`src/rtl/rv32_pkg.sv`:
```
// Shared rv32 constants and the fetch-buffer entry type.
package rv32_pkg;

    localparam int XLEN   = 32;
    localparam int INST_W = 32;

    localparam logic [XLEN-1:0]   RESET_PC_DEFAULT = 32'h0000_0000;
    // Canonical addi x0,x0,0; decode injects it on bubbles.
    localparam logic [INST_W-1:0] NOP_INST         = 32'h0000_0013;

    // One buffered fetch: the instruction and the PC it was fetched from.
    typedef struct packed {
        logic [XLEN-1:0]   pc;
        logic [INST_W-1:0] inst;
    } fetch_entry_t;

    localparam int FETCH_ENTRY_W = XLEN + INST_W;

    // Jump targets must be word aligned; stray low bits are dropped.
    function automatic logic [XLEN-1:0] word_align(input logic [XLEN-1:0] addr);
        return {addr[XLEN-1:2], 2'b00};
    endfunction

endpackage

```
`src/rtl/sync_fifo.sv`:
```
// Single-clock FIFO with synchronous flush and an occupancy count.
// DEPTH must be a power of two so the pointers wrap for free.
module sync_fifo #(
    parameter int WIDTH = 64,
    parameter int DEPTH = 2
) (
    input  logic                         clk,
    input  logic                         rst,
    input  logic                         flush,
    input  logic                         push,
    input  logic [WIDTH-1:0]             push_data,
    input  logic                         pop,
    output logic [WIDTH-1:0]             pop_data,
    output logic [$clog2(DEPTH+1)-1:0]   count
);

    localparam int PTR_W = (DEPTH > 1) ? $clog2(DEPTH) : 1;
    localparam int CNT_W = $clog2(DEPTH + 1);
    localparam logic [CNT_W-1:0] FULL_CNT = CNT_W'(DEPTH);

    logic [WIDTH-1:0] mem_q [DEPTH];
    logic [WIDTH-1:0] mem_d [DEPTH];
    logic [PTR_W-1:0] wr_ptr_q, wr_ptr_d;
    logic [PTR_W-1:0] rd_ptr_q, rd_ptr_d;
    logic [CNT_W-1:0] count_q, count_d;

    logic pop_ok;
    logic push_ok;

    assign pop_ok  = pop & (count_q != '0);
    // A push into a full FIFO is only legal when the head leaves the same cycle.
    assign push_ok = push & ((count_q != FULL_CNT) | pop_ok);

    // Next-state for pointers, count and storage; flush overrides everything.
    always_comb begin
        mem_d    = mem_q;
        wr_ptr_d = wr_ptr_q;
        rd_ptr_d = rd_ptr_q;
        count_d  = count_q;
        if (flush) begin
            wr_ptr_d = '0;
            rd_ptr_d = '0;
            count_d  = '0;
        end else begin
            if (push_ok) begin
                mem_d[wr_ptr_q] = push_data;
                wr_ptr_d        = wr_ptr_q + PTR_W'(1);
            end
            if (pop_ok) begin
                rd_ptr_d = rd_ptr_q + PTR_W'(1);
            end
            case ({push_ok, pop_ok})
                2'b10:   count_d = count_q + CNT_W'(1);
                2'b01:   count_d = count_q - CNT_W'(1);
                default: count_d = count_q;
            endcase
        end
    end

    // Control state register with synchronous reset.
    always_ff @(posedge clk) begin
        if (rst) begin
            wr_ptr_q <= '0;
            rd_ptr_q <= '0;
            count_q  <= '0;
        end else begin
            wr_ptr_q <= wr_ptr_d;
            rd_ptr_q <= rd_ptr_d;
            count_q  <= count_d;
        end
    end

    // Data storage needs no reset; count gates every read of it.
    always_ff @(posedge clk) begin
        mem_q <= mem_d;
    end

    assign pop_data = mem_q[rd_ptr_q];
    assign count    = count_q;

endmodule

```
`src/rtl/inst_fetch.sv`:
```
// Instruction fetch: PC, ROM issue, redirect handling and the
// instruction buffer feeding decode over valid/ready.
module inst_fetch
    import rv32_pkg::*;
#(
    parameter logic [31:0] RESET_PC = RESET_PC_DEFAULT,
    parameter int          DEPTH    = 2
) (
    input  logic        clk,
    input  logic        rst,
    output logic        rom_req,
    output logic [31:0] rom_addr,
    input  logic [31:0] rom_rdata,
    input  logic        jump_en,
    input  logic [31:0] jump_addr,
    output logic        if_valid,
    output logic [31:0] if_inst,
    output logic [31:0] if_pc,
    input  logic        id_ready
);

    localparam int CNT_W = $clog2(DEPTH + 1);
    localparam int OCC_W = CNT_W + 1;
    localparam logic [OCC_W-1:0] OCC_LIMIT = OCC_W'(DEPTH);

    logic [XLEN-1:0] pc_q, pc_d;
    logic [XLEN-1:0] req_pc_q, req_pc_d;
    logic            inflight_q, inflight_d;

    logic             pop;
    logic             push;
    logic [CNT_W-1:0] fifo_count;
    logic [OCC_W-1:0] occupancy;
    fetch_entry_t     push_entry;
    fetch_entry_t     head_entry;
    logic [FETCH_ENTRY_W-1:0] head_raw;

    assign if_valid = (fifo_count != '0);
    assign pop      = if_valid & id_ready;

    // Slots that will be taken once the in-flight word lands, net of this cycle's pop.
    // Never negative: pop implies at least one buffered entry.
    assign occupancy = {1'b0, fifo_count}
                     + {{CNT_W{1'b0}}, inflight_q}
                     - {{CNT_W{1'b0}}, pop};

    assign rom_req  = !rst & !jump_en & (occupancy < OCC_LIMIT);
    assign rom_addr = pc_q;

    // A redirect kills the word returning this cycle.
    assign push       = inflight_q & !jump_en;
    assign push_entry = '{pc: req_pc_q, inst: rom_rdata};

    // PC advance / redirect and tracking of the outstanding ROM read.
    always_comb begin
        pc_d       = pc_q;
        req_pc_d   = req_pc_q;
        inflight_d = rom_req;
        if (jump_en) begin
            pc_d = word_align(jump_addr);
        end else if (rom_req) begin
            pc_d     = pc_q + 32'd4;
            req_pc_d = pc_q;
        end
    end

    // Fetch state register with synchronous reset.
    always_ff @(posedge clk) begin
        if (rst) begin
            pc_q       <= RESET_PC;
            req_pc_q   <= RESET_PC;
            inflight_q <= 1'b0;
        end else begin
            pc_q       <= pc_d;
            req_pc_q   <= req_pc_d;
            inflight_q <= inflight_d;
        end
    end

    sync_fifo #(
        .WIDTH (FETCH_ENTRY_W),
        .DEPTH (DEPTH)
    ) u_fifo (
        .clk       (clk),
        .rst       (rst),
        .flush     (jump_en),
        .push      (push),
        .push_data (push_entry),
        .pop       (pop),
        .pop_data  (head_raw),
        .count     (fifo_count)
    );

    assign head_entry = fetch_entry_t'(head_raw);
    assign if_inst    = head_entry.inst;
    assign if_pc      = head_entry.pc;

    // The issue rule reserves a slot for every outstanding read.
    a_no_push_when_full: assert property (
        @(posedge clk) disable iff (rst)
        !(push && (fifo_count == CNT_W'(DEPTH)))
    );

endmodule

```
`config.mk`:
```
export PLATFORM = sky130hd
export DESIGN_NAME = inst_fetch
export DESIGN_NICKNAME = d
export VERILOG_FILES = /design/src/rtl/rv32_pkg.sv /design/src/rtl/sync_fifo.sv /design/src/rtl/inst_fetch.sv
export SDC_FILE = /design/constraint.sdc
export NUM_CORES = 1
export LEC_CHECK = 0
export CAP_MARGIN = 15
export CORE_MARGIN = 5
export CORE_UTILIZATION = 50
export CTS_BUF_LIST = sky130_fd_sc_hd__clkbuf_16
export CTS_CLUSTER_SIZE = 20
export DETAILED_ROUTE_END_ITERATION = 8
export GPL_TIMING_DRIVEN = 0
export PLACE_DENSITY = 0.79
export SYNTH_ARGS = -nofsm -noshare
export SYNTH_HDL_FRONTEND = slang
export SYNTH_HIERARCHICAL = 1
export SYNTH_SLANG_ARGS = --single-unit
```
`constraint.sdc`:
```
create_clock -name clk -period 23.5 [get_ports clk]
set_input_delay 7.05 -clock clk [delete_from_list [all_inputs] [get_ports clk]]
set_output_delay 7.05 -clock clk [all_outputs]
set_load 0.01 [all_outputs]
```
**After elaboration in Yosys (flattened, before gate mapping)**

Index checks and enable logic that the tools add are counted.

- Logic and storage cells: 51
- Output and inout port bits: 98
- Input bits: 68
- Bits in registers: 197

- Add/subtract/negate cells: 7
- Mux-type cells: 9
- Bitwise logic cells: 10
- Order comparisons: 4
- Equal/unequal tests: 3
- Reductions and logical operators: 9

Operators by type and width:

| kind | number |
|---|---|
| two-way mux 64 bit | 4 |
| bitwise mux 128 bit | 1 |
| demux 64 bit (select 1 bit) | 1 |
| two-way mux 32 bit | 2 |
| adder 32 x 3 -> 32 bit (second input constant) | 1 |
| AND 1 bit | 6 |
| nonzero test 2 bit | 3 |
| >= comparator 2 bit (second input constant) | 2 |
| inverter 1 -> 2 bit | 2 |
| case mux 2 bit (2 select lines) | 1 |
| AND reduction 2 bit | 2 |
| adder 2 x 1 -> 3 bit | 1 |
| less-than comparator 3 x 2 -> 1 bit (second input constant) | 1 |
| subtractor 3 x 1 -> 3 bit | 1 |
| adder 1 bit (second input constant) | 2 |
| adder 2 x 1 -> 2 bit (second input constant) | 1 |
| == test 2 x 1 -> 1 bit (second input constant) | 1 |
| == test 2 bit (second input constant) | 1 |
| zero test 1 bit | 2 |
| less-than comparator 2 x 1 -> 1 bit (second input constant) | 1 |
| inequality test 2 bit (second input constant) | 1 |
| OR reduction 2 bit | 1 |
| subtractor 2 x 1 -> 2 bit (second input constant) | 1 |
| logical AND 1 bit | 1 |
| 2 further kinds | 2 |

**Depth between registers and ports, before layout**

Gate-level depths: netlist of run 1.

- Depth in word-level cells: 7
- Depth in mapped cells: 12

**Cells and area by module**

Netlist of run 1, hierarchy kept.

By module, submodules not included:

| module | cells each | area an instance (sq um) | times used | sequential area each (sq um) |
|---|---|---|---|---|
| sync_fifo | 224 | 4847.1 | 1 | 3923.8 |
| inst_fetch | 365 | 2891.5 | 1 | 1221.2 |

**Worst setup path before layout of run 1**

OpenSTA, ideal clock, no wires.

- Path type: input -> output
- From: input id_ready
- To: output rom_req
- Data arrival time: 8834 ps
- Cell stages on the path: 8
- Setup slack: 7616 ps
- Cells stage by stage: and2_1 -> ha_1 -> nand2b_1 -> fa_1 -> xnor2_2 -> nand3_2 -> clkinv_1 -> clkbuf_1

- Longest elaborated chain between the ends: 4

Ends and longest elaborated chain:

| element | line | RTL |
|---|---|---|
| start, declared | inst_fetch.sv:19 | `input logic id_ready` |
| AND 1 bit | inst_fetch.sv:39 | `assign pop = if_valid & id_ready;` |
| subtractor 3 x 1 -> 3 bit | inst_fetch.sv:45 | `- {{CNT_W{1'b0}}, pop};` |
| less-than comparator 3 x 2 -> 1 bit | inst_fetch.sv:47 | `assign rom_req = !rst & !jump_en & (occupancy < OCC_LIMIT);` |
| AND 1 bit | inst_fetch.sv:47 |  |
| end, declared | inst_fetch.sv:11 | `output logic rom_req,` |

Every way passes these cells.

**Final worst setup path of run 1**

- From: input id_ready
- To: output rom_req

- Longest elaborated chain between the ends: 4

Ends and longest elaborated chain:

| element | line | RTL |
|---|---|---|
| AND 1 bit | inst_fetch.sv:39 |  |
| net pop | inst_fetch.sv:30 | `logic pop;` |
| subtractor 3 x 1 -> 3 bit | inst_fetch.sv:45 |  |
| less-than comparator 3 x 2 -> 1 bit | inst_fetch.sv:47 |  |
| AND 1 bit | inst_fetch.sv:47 |  |

The timed path passes the listed nets, and every way through them passes these cells.

==> impl_metrics.env, run 1 <==
export IMPL_r2r_cells=12
export IMPL_ant_nets=0
export IMPL_max_stage_delay_ns=0.64
export IMPL_crit_chain="clkdlybuf4s50_1 -> and2_1 -> ha_1 -> nand2b_1 -> fa_1 -> xnor2_2 -> nand3_2 -> clkinv_1 -> clkbuf_1 -> clkdlybuf4s50_1"
export IMPL_worstSetupEndpointType="output port"
export IMPL_start_util_pct=50.9
export IMPL_syn_to_final_growth_pct=33.6
export IMPL_grt_max_degree=19
export IMPL_grt_pass1_vias=5611
export IMPL_rsz0062_at_grt="false"
export IMPL_diodes=0
export IMPL_min_path_type="register to register"
export IMPL_worstMarginPinSlew_ns=0.993
export IMPL_setup_violations_final=0
export IMPL_fmax_mhz=57.7
export IMPL_drv_slew=0
export IMPL_maxCapViolCount=0
export IMPL_finClkSkew_ns=0.00647
export IMPL_drtPass1Iterations=5
export IMPL_cp_common_cell="clkdlybuf4s50_1"
export IMPL_cts_resized=0
export IMPL_fin_tns_setup_ns=0
export IMPL_grt_pass1_wl_mm=30.1
export IMPL_yosys_warnings=6
export IMPL_pwr_density_cell_nw_per_um2=69.5
export IMPL_gp_congestion=0.861
export IMPL_cts_buffer_depth=2
export IMPL_vias=5428
export IMPL_synthArstFlopShare_pct=0
export IMPL_timing_rr_start="u_fifo/count[1]$_SDFFE_PP0P_"
export IMPL_hold_viol_final=0
export IMPL_hold_buffers=0
export IMPL_port_buffers=161
export IMPL_worst_r2r_endpoint="req_pc_q[7]$_SDFFE_PP0P_"
export IMPL_cts_buffers=17
export IMPL_final_common_cell="clkdlybuf4s50_1"
export IMPL_nets=855
export IMPL_ios=166
export IMPL_critPathMaxFanout=10
export IMPL_leakage_nw=3.44
export IMPL_cp_arrival_ns=10.28
export IMPL_vias_per_cell=5.51
export IMPL_syn_area_per_cell_um2=13.1
export IMPL_track_usage_pct=21.6
export IMPL_antenna_found_initial=0
export IMPL_drc=0
export IMPL_yosysSeqAreaShare_pct=66.5
export IMPL_endpoint="rom_req"
export IMPL_wirelength_mm=19.2
export IMPL_fp_row_count=45
export IMPL_dieArea_um2=18100
export IMPL_slowest_stage="clkdlybuf4s50_1"
export IMPL_fin_util_pct=68.0
export IMPL_clkSlewWorstSetupHoldPaths_ns=0.07
export IMPL_cts_htree_levels=4
export IMPL_synth_seq_cells=193
export IMPL_period_minus_slack_ns=17.33
export IMPL_syn_inst=589
export IMPL_yosysUniqueCellTypes=58
export IMPL_crit_start="id_ready"
export IMPL_drive_gt1_share_pct=16.6
export IMPL_crit_type="input pin to output port"
export IMPL_grt_overflow_total=0
export IMPL_worstPathRequired_ns=16.45
export IMPL_fp_dieW_um=134
export IMPL_maxSlewHeadroom_pct=33.5
export IMPL_die_h_um=134
export IMPL_clk_latency_ns=0.43
export IMPL_ir_drop_mv=0.0505
export IMPL_syn_area_um2=7740
export IMPL_synth_edff_count=128
export IMPL_cts_tree="built"
export IMPL_status="finished clean"
export IMPL_cts_root_buffer="clkbuf_16"
export IMPL_postCtsSetupRepairBufs=0
export IMPL_mostFrequentLayoutCells="161 x clkdlybuf4s50_1, 128 x edfxtp_1, 85 x nand2_1"
export IMPL_worst_r2r_setup_slack_ns=19.80
export IMPL_synthFlopType="edfxtp_1"
export IMPL_start_kind="input pin"
export IMPL_wire_per_inst_um=19.5
export IMPL_post_route_period_util_pct=73.7
export IMPL_hpwlAfterDp_mm=13.9
export IMPL_clock_sinks=193
export IMPL_core_um2=15200
export IMPL_drtIter0Drc=363
[metal layers]
metal | vias up | track usage [%] | wire, µm
met2 | 182 | 36.5 | 9630
met4 | 0 | 7.24 | 364
met1 | 2643 | 28.0 | 8090
met3 | 28 | 4.13 | 1140
li1 | 2575 | - | -
met5 | - | 0 | 0
[through the flow]
step                instances  instance area [µm²]  setup slack, ns  hold slack (ns)  power [W]
finish                    985                10300             6.17            0.452   0.000718
global route              985                10300             6.05            0.470   0.000744
CTS                       985                10300             6.16            0.455   0.000724
detailed placement        953                 9730             6.15            0.441   0.000434
global placement          943                 9600             6.20            0.431   0.000432
floorplan                 594                 7760             7.62            0.425   0.000402
[layout make-up]
| type | instances | area [µm²] |
|---|---|---|
| well taps | 188 | 235 |
| multi-input cells | 360 | 2440 |
| flip-flops and latches | 193 | 5140 |
| inverters | 10 | 37.5 |
| plain buffers | 31 | 146 |
| clock buffers | 17 | 425 |
| fillers | 1147 | 4860 |
| clock inverters | 15 | 180 |
| repair buffers | 171 | 1730 |
[report_power, final]
group          internal [W]   total, W  switching, W  leakage [nW]
Sequential         0.000368   0.000376    0.00000780          1.71
Combinational     0.0000273  0.0000514     0.0000240          1.43
Clock              0.000160   0.000291      0.000131         0.293
[how the worst min path moves through the flow]
stage | start | endpoint | cells past startpoint | slack (ns)
after detailed placement | req_pc_q[20]$_SDFFE_PP0P_ | u_fifo/mem_q[116]$_DFFE_PP_ | 0 | 0.44
after global placement | req_pc_q[25]$_SDFFE_PP0P_ | u_fifo/mem_q[57]$_DFFE_PP_ | 0 | 0.43
after floorplan | req_pc_q[4]$_SDFFE_PP0P_ | u_fifo/mem_q[100]$_DFFE_PP_ | 0 | 0.43
after global routing | req_pc_q[13]$_SDFFE_PP0P_ | u_fifo/mem_q[45]$_DFFE_PP_ | 0 | 0.47
final | req_pc_q[13]$_SDFFE_PP0P_ | u_fifo/mem_q[45]$_DFFE_PP_ | 0 | 0.45
after CTS | req_pc_q[13]$_SDFFE_PP0P_ | u_fifo/mem_q[109]$_DFFE_PP_ | 0 | 0.45
[cells in the mapped netlist (all sizes together) (2+ instances only)]
cell	n	share of area (%)
edfxtp	128	50
nand2	85	4.1
dfxtp	65	17
mux2	65	9.5
a21oi	45	2.9
clkbuf	19	0.92
nand3	16	1.1
xnor2	14	1.7
buf	12	0.97
nor2	12	0.61
a31oi	11	0.89
and2	11	0.89
nor3	10	0.65
inv	8	0.39
nand4	7	0.57
o22ai	7	0.57
a211oi	6	0.58
nor4	6	0.65
a2bb2oi	5	0.57
o21ai	5	0.32
nand2b	4	0.42
nor2b	4	0.36
a32oi	3	0.34
and3	3	0.24
nor4b	3	0.34
o211ai	3	0.29
or3	3	0.24
or4	3	0.39
a22oi	2	0.19
and4	2	0.23
clkinv	2	0.097
ha	2	0.32
mux2i	2	0.26
o311ai	2	0.23
o31ai	2	0.26
[worst max-delay path: cells and delay by family]
family / cells / cell delay, ns
buffers and inverters: 4 / 1.78
adder cells (fa/ha/maj): 2 / 0.67
XOR/XNOR: 1 / 0.18
AND/OR/NAND/NOR: 3 / 0.60
[logic make-up after synthesis]
family,synth area share [%]
and+or+nand+nor,11.1
buffers and inverters,2.38
other,0.0485
DFF,66.5
muxes,9.72
AOI/OAI and AO/OA,7.92
adders and majority gates,0.582
xor gates and xnor gates,1.79
[sequential cells by signal (all words and copies together) (netlist names)]
signal	flops
inflight_q	1
req_pc_q	30
rom_addr	30
u_fifo/count	2
u_fifo/mem_q	128
u_fifo/rd_ptr_q	1
u_fifo/wr_ptr_q	1
Power figures use the tool's default switching activity.
==> run 2: changes to the inputs <==
==> constraint.sdc (replaced) <==
create_clock -name clk -period 16.6 [get_ports clk]
set_input_delay 4.98 -clock clk [delete_from_list [all_inputs] [get_ports clk]]
set_output_delay 4.98 -clock clk [all_outputs]
set_load 0.01 [all_outputs]
==> results of run 2 <==
Same layout as run 1 (identical final DEF). Status: finished clean.
Main changes from that run: setup slack after placement 6.15 ns -> 3.39 ns; setup slack after layout 6.17 ns -> 3.41 ns; register-to-register setup slack 19.80 ns -> 12.90 ns; total power 0.000718 W -> 0.00102 W; worst IR drop on VDD 0.0505 mV -> 0.0716 mV
